`src/rtl/sevenseg_scan_ctl.sv`:
```
// Time-multiplexed seven-segment scan controller: double-buffered digit words,
// per-slot anode sequencing with an anode-off guard, and leading-zero blanking.
module sevenseg_scan_ctl #(
  parameter int NDIG      = 4,
  parameter int PRESCALE  = 50000,
  parameter int BLANK_CYC = 1000
) (
  input  logic                    clk,
  input  logic                    rst,
  input  logic                    wr_en,
  input  logic [$clog2(NDIG)-1:0] wr_addr,
  input  logic [6:0]              wr_data,
  input  logic                    commit,
  input  logic                    lz_en,
  output logic                    pending,
  output logic [6:0]              dig_data,
  output logic [NDIG-1:0]         an_n,
  output logic                    frame_start
);

  localparam int CW = $clog2(PRESCALE);
  localparam int IW = $clog2(NDIG);
  localparam logic [6:0] BLANK_WORD = 7'b100_0000;

  logic [CW-1:0] cnt, cnt_nx;
  logic [IW-1:0] idx, idx_nx;
  logic [6:0]    staging [NDIG];
  logic [6:0]    display [NDIG];
  logic [6:0]    disp_nx [NDIG];

  logic            slot_end, frame_end, copy;
  logic [NDIG-1:0] sup;
  logic            lead;
  logic [6:0]      show_word;
  logic [NDIG-1:0] an_nx;

  always_comb begin
    slot_end  = (cnt == CW'(PRESCALE - 1));
    frame_end = slot_end && (idx == IW'(NDIG - 1));
    cnt_nx    = slot_end ? '0 : cnt + CW'(1);
    idx_nx    = idx;
    if (slot_end) idx_nx = frame_end ? '0 : idx + IW'(1);
    // A commit arriving in the frame's last cycle is applied on this same edge.
    copy      = frame_end && (pending || commit);
    disp_nx   = copy ? staging : display;
  end

  // Outputs are computed from the post-edge view (next cnt/idx/display) so
  // that registering them keeps them aligned with the counters.
  always_comb begin
    sup  = '0;
    lead = 1'b1;
    // NOTE: lead is a blocking scratch variable carried across loop iterations;
    // it is defaulted above so no latch is inferred.
    for (int i = NDIG - 1; i >= 1; i--) begin
      if (lead && disp_nx[i] == 7'h00) sup[i] = 1'b1;
      else                             lead   = 1'b0;
    end
    show_word = (lz_en && sup[idx_nx]) ? BLANK_WORD : disp_nx[idx_nx];
  end

  always_comb begin
    an_nx = '1;
    if (int'(cnt_nx) >= BLANK_CYC) an_nx[idx_nx] = 1'b0;
  end

  always_ff @(posedge clk or posedge rst) begin
    if (rst) begin
      cnt         <= '0;
      idx         <= '0;
      pending     <= 1'b0;
      an_n        <= '1;
      dig_data    <= BLANK_WORD;
      frame_start <= 1'b0;
      // NOTE: both banks are reset so the display powers up blank; they are
      // only NDIG words deep, so a reset on every entry is cheap.
      for (int i = 0; i < NDIG; i++) begin
        staging[i] <= BLANK_WORD;
        display[i] <= BLANK_WORD;
      end
    end else begin
      cnt         <= cnt_nx;
      idx         <= idx_nx;
      pending     <= frame_end ? 1'b0 : (pending || commit);
      an_n        <= an_nx;
      frame_start <= frame_end;
      if (slot_end) dig_data <= show_word;
      if (copy)     display  <= staging;
      // The copy above reads staging before this write lands.
      if (wr_en && int'(wr_addr) < NDIG) staging[wr_addr] <= wr_data;
    end
  end

endmodule

```
`config.mk`:
```
export PLATFORM = sky130hd
export DESIGN_NAME = sevenseg_scan_ctl
export DESIGN_NICKNAME = d
export VERILOG_FILES = /design/src/rtl/sevenseg_scan_ctl.sv
export SDC_FILE = /design/constraint.sdc
export NUM_CORES = 1
export LEC_CHECK = 0
export BUFFER_PORTS_ARGS = -buffer_cell sky130_fd_sc_hd__buf_2
export CORE_AREA = 4 4 109 163
export DETAILED_ROUTE_END_ITERATION = 12
export DIE_AREA = 0 0 113 167
export PLACE_DENSITY = 0.49
export RECOVER_POWER = 25
export SLEW_MARGIN = 20
export SYNTH_ARGS = -nofsm -noshare
export SYNTH_HDL_FRONTEND = slang
export SYNTH_SLANG_ARGS = --single-unit
```
`constraint.sdc`:
```
create_clock -name clk -period 2.75 [get_ports clk]
set_input_delay 0.275 -clock clk [delete_from_list [all_inputs] [get_ports clk]]
set_output_delay 0.275 -clock clk [all_outputs]
set_load 0.02 [all_outputs]
```
# After elaboration in Yosys (flattened, before gate mapping)
# Cells that the tools add are included.
# Widths: inputs -> output; s select.
dict set report classes {
  add_sub_neg 2
  multipliers 0
  div_mod_pow 0
  n_lt_le_gt_ge 6
  n_eq_ne 2
  n_shift 0
  n_mux 21
  bitwise_logic 3
  reduce_logical 11
}
# operator n
set op_table {}
lappend op_table {{$bwmux 28} 1}
lappend op_table {{$mux 28} 1}
lappend op_table {{$mux 7} 4}
lappend op_table {{$logic_not 7->1} 3}
lappend op_table {{$add 16x1->16 const B} 1}
lappend op_table {{$eq 16x16->1 const B} 1}
lappend op_table {{$ge 16x10->1 const B} 1}
lappend op_table {{$mux 16} 1}
lappend op_table {{$bmux 7 s2} 1}
lappend op_table {{$demux 7 s2} 1}
lappend op_table {{$logic_and 1x1->1} 7}
lappend op_table {{$mux 1} 7}
lappend op_table {{$ge 3x3->1 const B} 2}
lappend op_table {{$not 2->3} 2}
lappend op_table {{$mux 2} 2}
lappend op_table {{$mux 4} 1}
lappend op_table {{$not 4->4} 1}
lappend op_table {{$lt 2x3->1 const B} 1}
lappend op_table {{$lt 3x1->1 const B} 1}
lappend op_table {{$add 2x1->2 const B} 1}
lappend op_table {{$bmux 1 s2} 1}
lappend op_table {{$demux 1 s2} 1}
lappend op_table {{$eq 2x2->1 const B} 1}
lappend op_table {{$ge 2x1->1 const B} 1}
lappend op_table {{$logic_or 1x1->1} 1}
dict set report word_totals {
  register_bits 87
  latchBits 0
  ram_bits 0
  mem_bits_ro 0
  in_bits 14
  out_inout_bits 13
  wordCells 59
  mem_count 0
}

# Logic depth before layout (Yosys ltp)
dict set report logic_depth {
  depth_word 14
  depth_mapped 9
  depth_no_buf 8
}

# Worst setup path before layout
# Ideal clock, no wire load.
dict set report synth_timing {
  path_kind {reg2reg}
  start {reg cnt[0]}
  end {reg dig_data[4]}
  setup_ps 120
  arrival_ps 2033
  required_ps 2630
  path_slack_ps 597
  path_stages_with_launch 9
  path_buffers 1
  period_less_slack_ps 2153
  path_cell_list {dfrtp_1 -> ha_1 -> and3_1 -> buf_4 -> nand4_2 -> nor2_2 -> mux2_2 -> mux2_2 -> a31o_1}
}
# element line_no
set synth_rtl {}
lappend synth_rtl {{start, declared} 25} ;# logic [CW-1:0] cnt, cnt_nx;
lappend synth_rtl {{start signal, assigned} 82} ;# cnt <= cnt_nx;
lappend synth_rtl {{end signal, assigned} 87} ;# if (slot_end) dig_data <= show_word;
lappend synth_rtl {{end, declared} 16} ;# output logic [6:0] dig_data,

# Final worst setup path
dict set report layout_timing {
  start {reg cnt[0]}
  end {reg an_n[3]}
}
dict set report layout_via {
  elab_chain_len 10
}
# element line_no
set layout_rtl {}
lappend layout_rtl {{branches (longest 9 deep; another with $add 16x1->16)} -}
lappend layout_rtl {{$mux 4 *} 64} ;# if (int'(cnt_nx) >= BLANK_CYC) an_nx[idx_nx] = 1'b0;
lappend layout_rtl {{net an_nx[3]} 35} ;# logic [NDIG-1:0] an_nx;
lappend layout_rtl {{end signal, assigned} 85} ;# an_n <= an_nx;
lappend layout_rtl {{end, declared} 17} ;# output logic [NDIG-1:0] an_n,
# Mark *: on every way through the listed nets, which the timed path passes.
# A chain may end at the register's enable or synchronous reset.

==> impl_metrics.toml <==
[logic_synthesis]
synthMuxAreaShare_pct = 18.8
synth_compound_area_share_pct = 7.56
syn_avg_cell_area_sq_um = 11.9
postSynthCellCount = 366
synthSimpleGateAreaFrac_pct = 16.4
synth_xor_area_share_pct = 2.41
yosysWarnings = 0
synth_top_family_by_area = "multiplexers"
ys_seq_area_share_pct = 50.4
synth_fa_ha_area_share_pct = 0.575
synth.distinct_cells = 61
syn_nets = 382
synth_area_sq_um = 4360
ys_ff_latch = 87

[flow_run]
cap_violations = 1

[power_and_ir_drop]
power_density_nw_per_um2 = 570
power.leakage_nw = 2.13
power_mw = 2.84
ir_drop_uv = 310

[route]
drc_errors = 0
firstDrtPassIters = 4
totalWireLength_mm = 10.5
vias_per_cell = 4.98
drt-initial-drc-count = 202
vias = 2994
drt-wirelength-per-cell_um = 17.5
ant_nets = 0

[place]
gp_congestion = 0.793
hpwl_mm = 7.77
dp_worst_setup_slack_ps = 296
place_inst = 585
portBuffers = 26
placedInstanceArea_sq_um = 4670

[cells_and_area]
final_common_cell = "dfrtp_1"
antennaDiodeCount = 0
final_nets = 406
fin_cells = 601
final_area_sq_um = 4970
mostFrequentLayoutCells = "dfrtp_1, mux2_2, nand2_1, buf_2"
final_layout_size_suffix_gt1_share_pct = 30.6
area_growth_pct = 14.2

[critical_path]
worstPathMaxFanout = 11
crit_path_end_kind = "register"
path_class = "reg -> reg"
arrival_ps = 2740
cp.required_ps = 3020
ff2ff_path_depth = 7
startpoint_type = "register"
reg2reg_from = "cnt[0]"
crit_path_end = "an_n[3]"
rr_endpoint = "an_n[3]"
critPathLaunch = "cnt[0]"
r2r_slack_ps = 280

[sta]
maxSlewHeadroom_pct = -7.22
clock.fmax_ghz = 0.406
worst_slew_pin_slew_ps = 1600
min_period_ps = 2470
fin_crit_sh_pct = 89.7
finalWorstSetupSlack_ps = 284
tns_ps = 0
grt_setup_unrepaired = "false"
slew_violations = 33
finalSetupViolations = 0
hold_violations = 0
clock_skew_ps = 8.23

[die]
die_area_sq_um = 18900
initial_core_util_pct = 26.9
num_rows = 57
dieWidth_um = 113
die_h_um = 167
core-area_sq_um = 16200
ios = 27

[cts]
root_buffer = "clkbuf_16"
cts_hold_buf = 0
clock-sinks = 87
postCtsResizedCells = 0
clk_path_buf_depth = 2
cts.repair_timing.setup_buffer_count = 0
path_clk_slew_ps = 70
cts_tree = "yes"
numCtsBuffers = 9
clock_latency_ps = 340
htreeDepth = 3

[global_route]
antenna_found_initial = 0
grt_max_degree = 56
grt_usage_pct = 11.8
grt_overflow = 0
grt_pass1_vias = 3161
grt_pass1_wl_mm = 17.5

[outcome]
outcome = "finished with violations"
failed_checks = "max-capacitance violations, max-slew violations"

[hold_path]
hp-class = "in -> reg"
-- through the flow --
stage               util, %  hold slack, ps
finish                 30.7             187
global route           30.7             203
CTS                    30.7            3.75
detailed placement     28.8             370
global placement       28.8             365
floorplan                 -             380
-- per-layer routing --
metal / global-route usage (%) / share of wire [%]
met5: 0 / 0
met3: 1.85 / 2.8
met1: 13.3 / 40
met4: 6.43 / 3.9
met2: 20.8 / 54
-- final cells by class --
cell class / instances / area, sq um
Fill cell: 1603 / 11200
Sequential cell: 87 / 2190
Multi-Input combinational cell: 254 / 1990
Tap cell: 206 / 258
Clock buffer: 11 / 243
Timing Repair Buffer: 33 / 195
Clock inverter: 5 / 65.1
Inverter: 5 / 25.0
-- registers in the layout (all words and copies together), names as in the netlist --
signal and cells:
an_n 4, cnt 16, dig_data 7, display 28, frame_start 1, idx 2
pending 1, staging 28
-- cell families (layout without fill, tap and decap cells) --
group | Yosys count | in the layout
mux | 68 | 68
flops | 87 | 87
compound gates | 51 | 51
simple gates | 121 | 121
fa+ha+maj | 2 | 2
xor+xnor | 12 | 12
buf+inv | 25 | 54
-- worst min path at each step --
stage	start	to	slack [ps]	cells past startpoint
finish	lz_en	dig_data[6]	190	3
global route	lz_en	dig_data[6]	200	3
CTS	rst	cnt[2]	4	2
detailed placement	rst	cnt[2]	370	2
global placement	rst	cnt[2]	360	2
floorplan	lz_en	dig_data[6]	380	2
-- critical path: stages, from the launching register on --
cell	delay (ps)
dfrtp_1	470
ha_1	300
and3_1	360
nand4_2	400
buf_4	330
a211oi_2	250
o211ai_2	160
nand3_1	120
-- report_power, final --
part	internal [mW]	switching [mW]
clock	0.739	0.509
combinational	0.0827	0.0659
sequential	1.37	0.0724
total	2.19	0.647
-- synth_stat cells (all sizes together) --
cell / instances / area share, %
dfrtp: 74 / 43
mux2: 57 / 15
nand2: 26 / 2.2
nor2: 22 / 2.0
o21ai: 20 / 2.4
buf: 17 / 3.1
nand3: 17 / 2.0
dfstp: 13 / 7.8
nor3: 11 / 1.3
nor4: 10 / 1.4
a21oi: 9 / 1.1
nand4: 9 / 2.3
mux2i: 7 / 2.0
xnor2: 6 / 1.2
xor2: 6 / 1.2
and2: 5 / 0.72
o211ai: 5 / 0.98
inv: 4 / 0.34
mux4: 4 / 2.1
clkbuf: 3 / 0.26
or3: 3 / 0.43
or4: 3 / 0.60
a211oi: 2 / 0.46
a21boi: 2 / 0.34
a22oi: 2 / 0.34
a31o: 2 / 0.40
a31oi: 2 / 0.29
and4: 2 / 0.46
and4bb: 2 / 0.57
ha: 2 / 0.57
nand3b: 2 / 0.34
nor3b: 2 / 0.46
nor4b: 2 / 0.69
nor4bb: 2 / 0.46
o22ai: 2 / 0.29
and3: 1 / 0.14
clkinv: 1 / 0.20
nand4b: 1 / 0.20
o2111ai: 1 / 0.20
o21a: 1 / 0.17
o311ai: 1 / 0.20
o31ai: 1 / 0.17
o41ai: 1 / 0.20
or2b: 1 / 0.17
No activity file was read; power rests on OpenSTA's default activity.
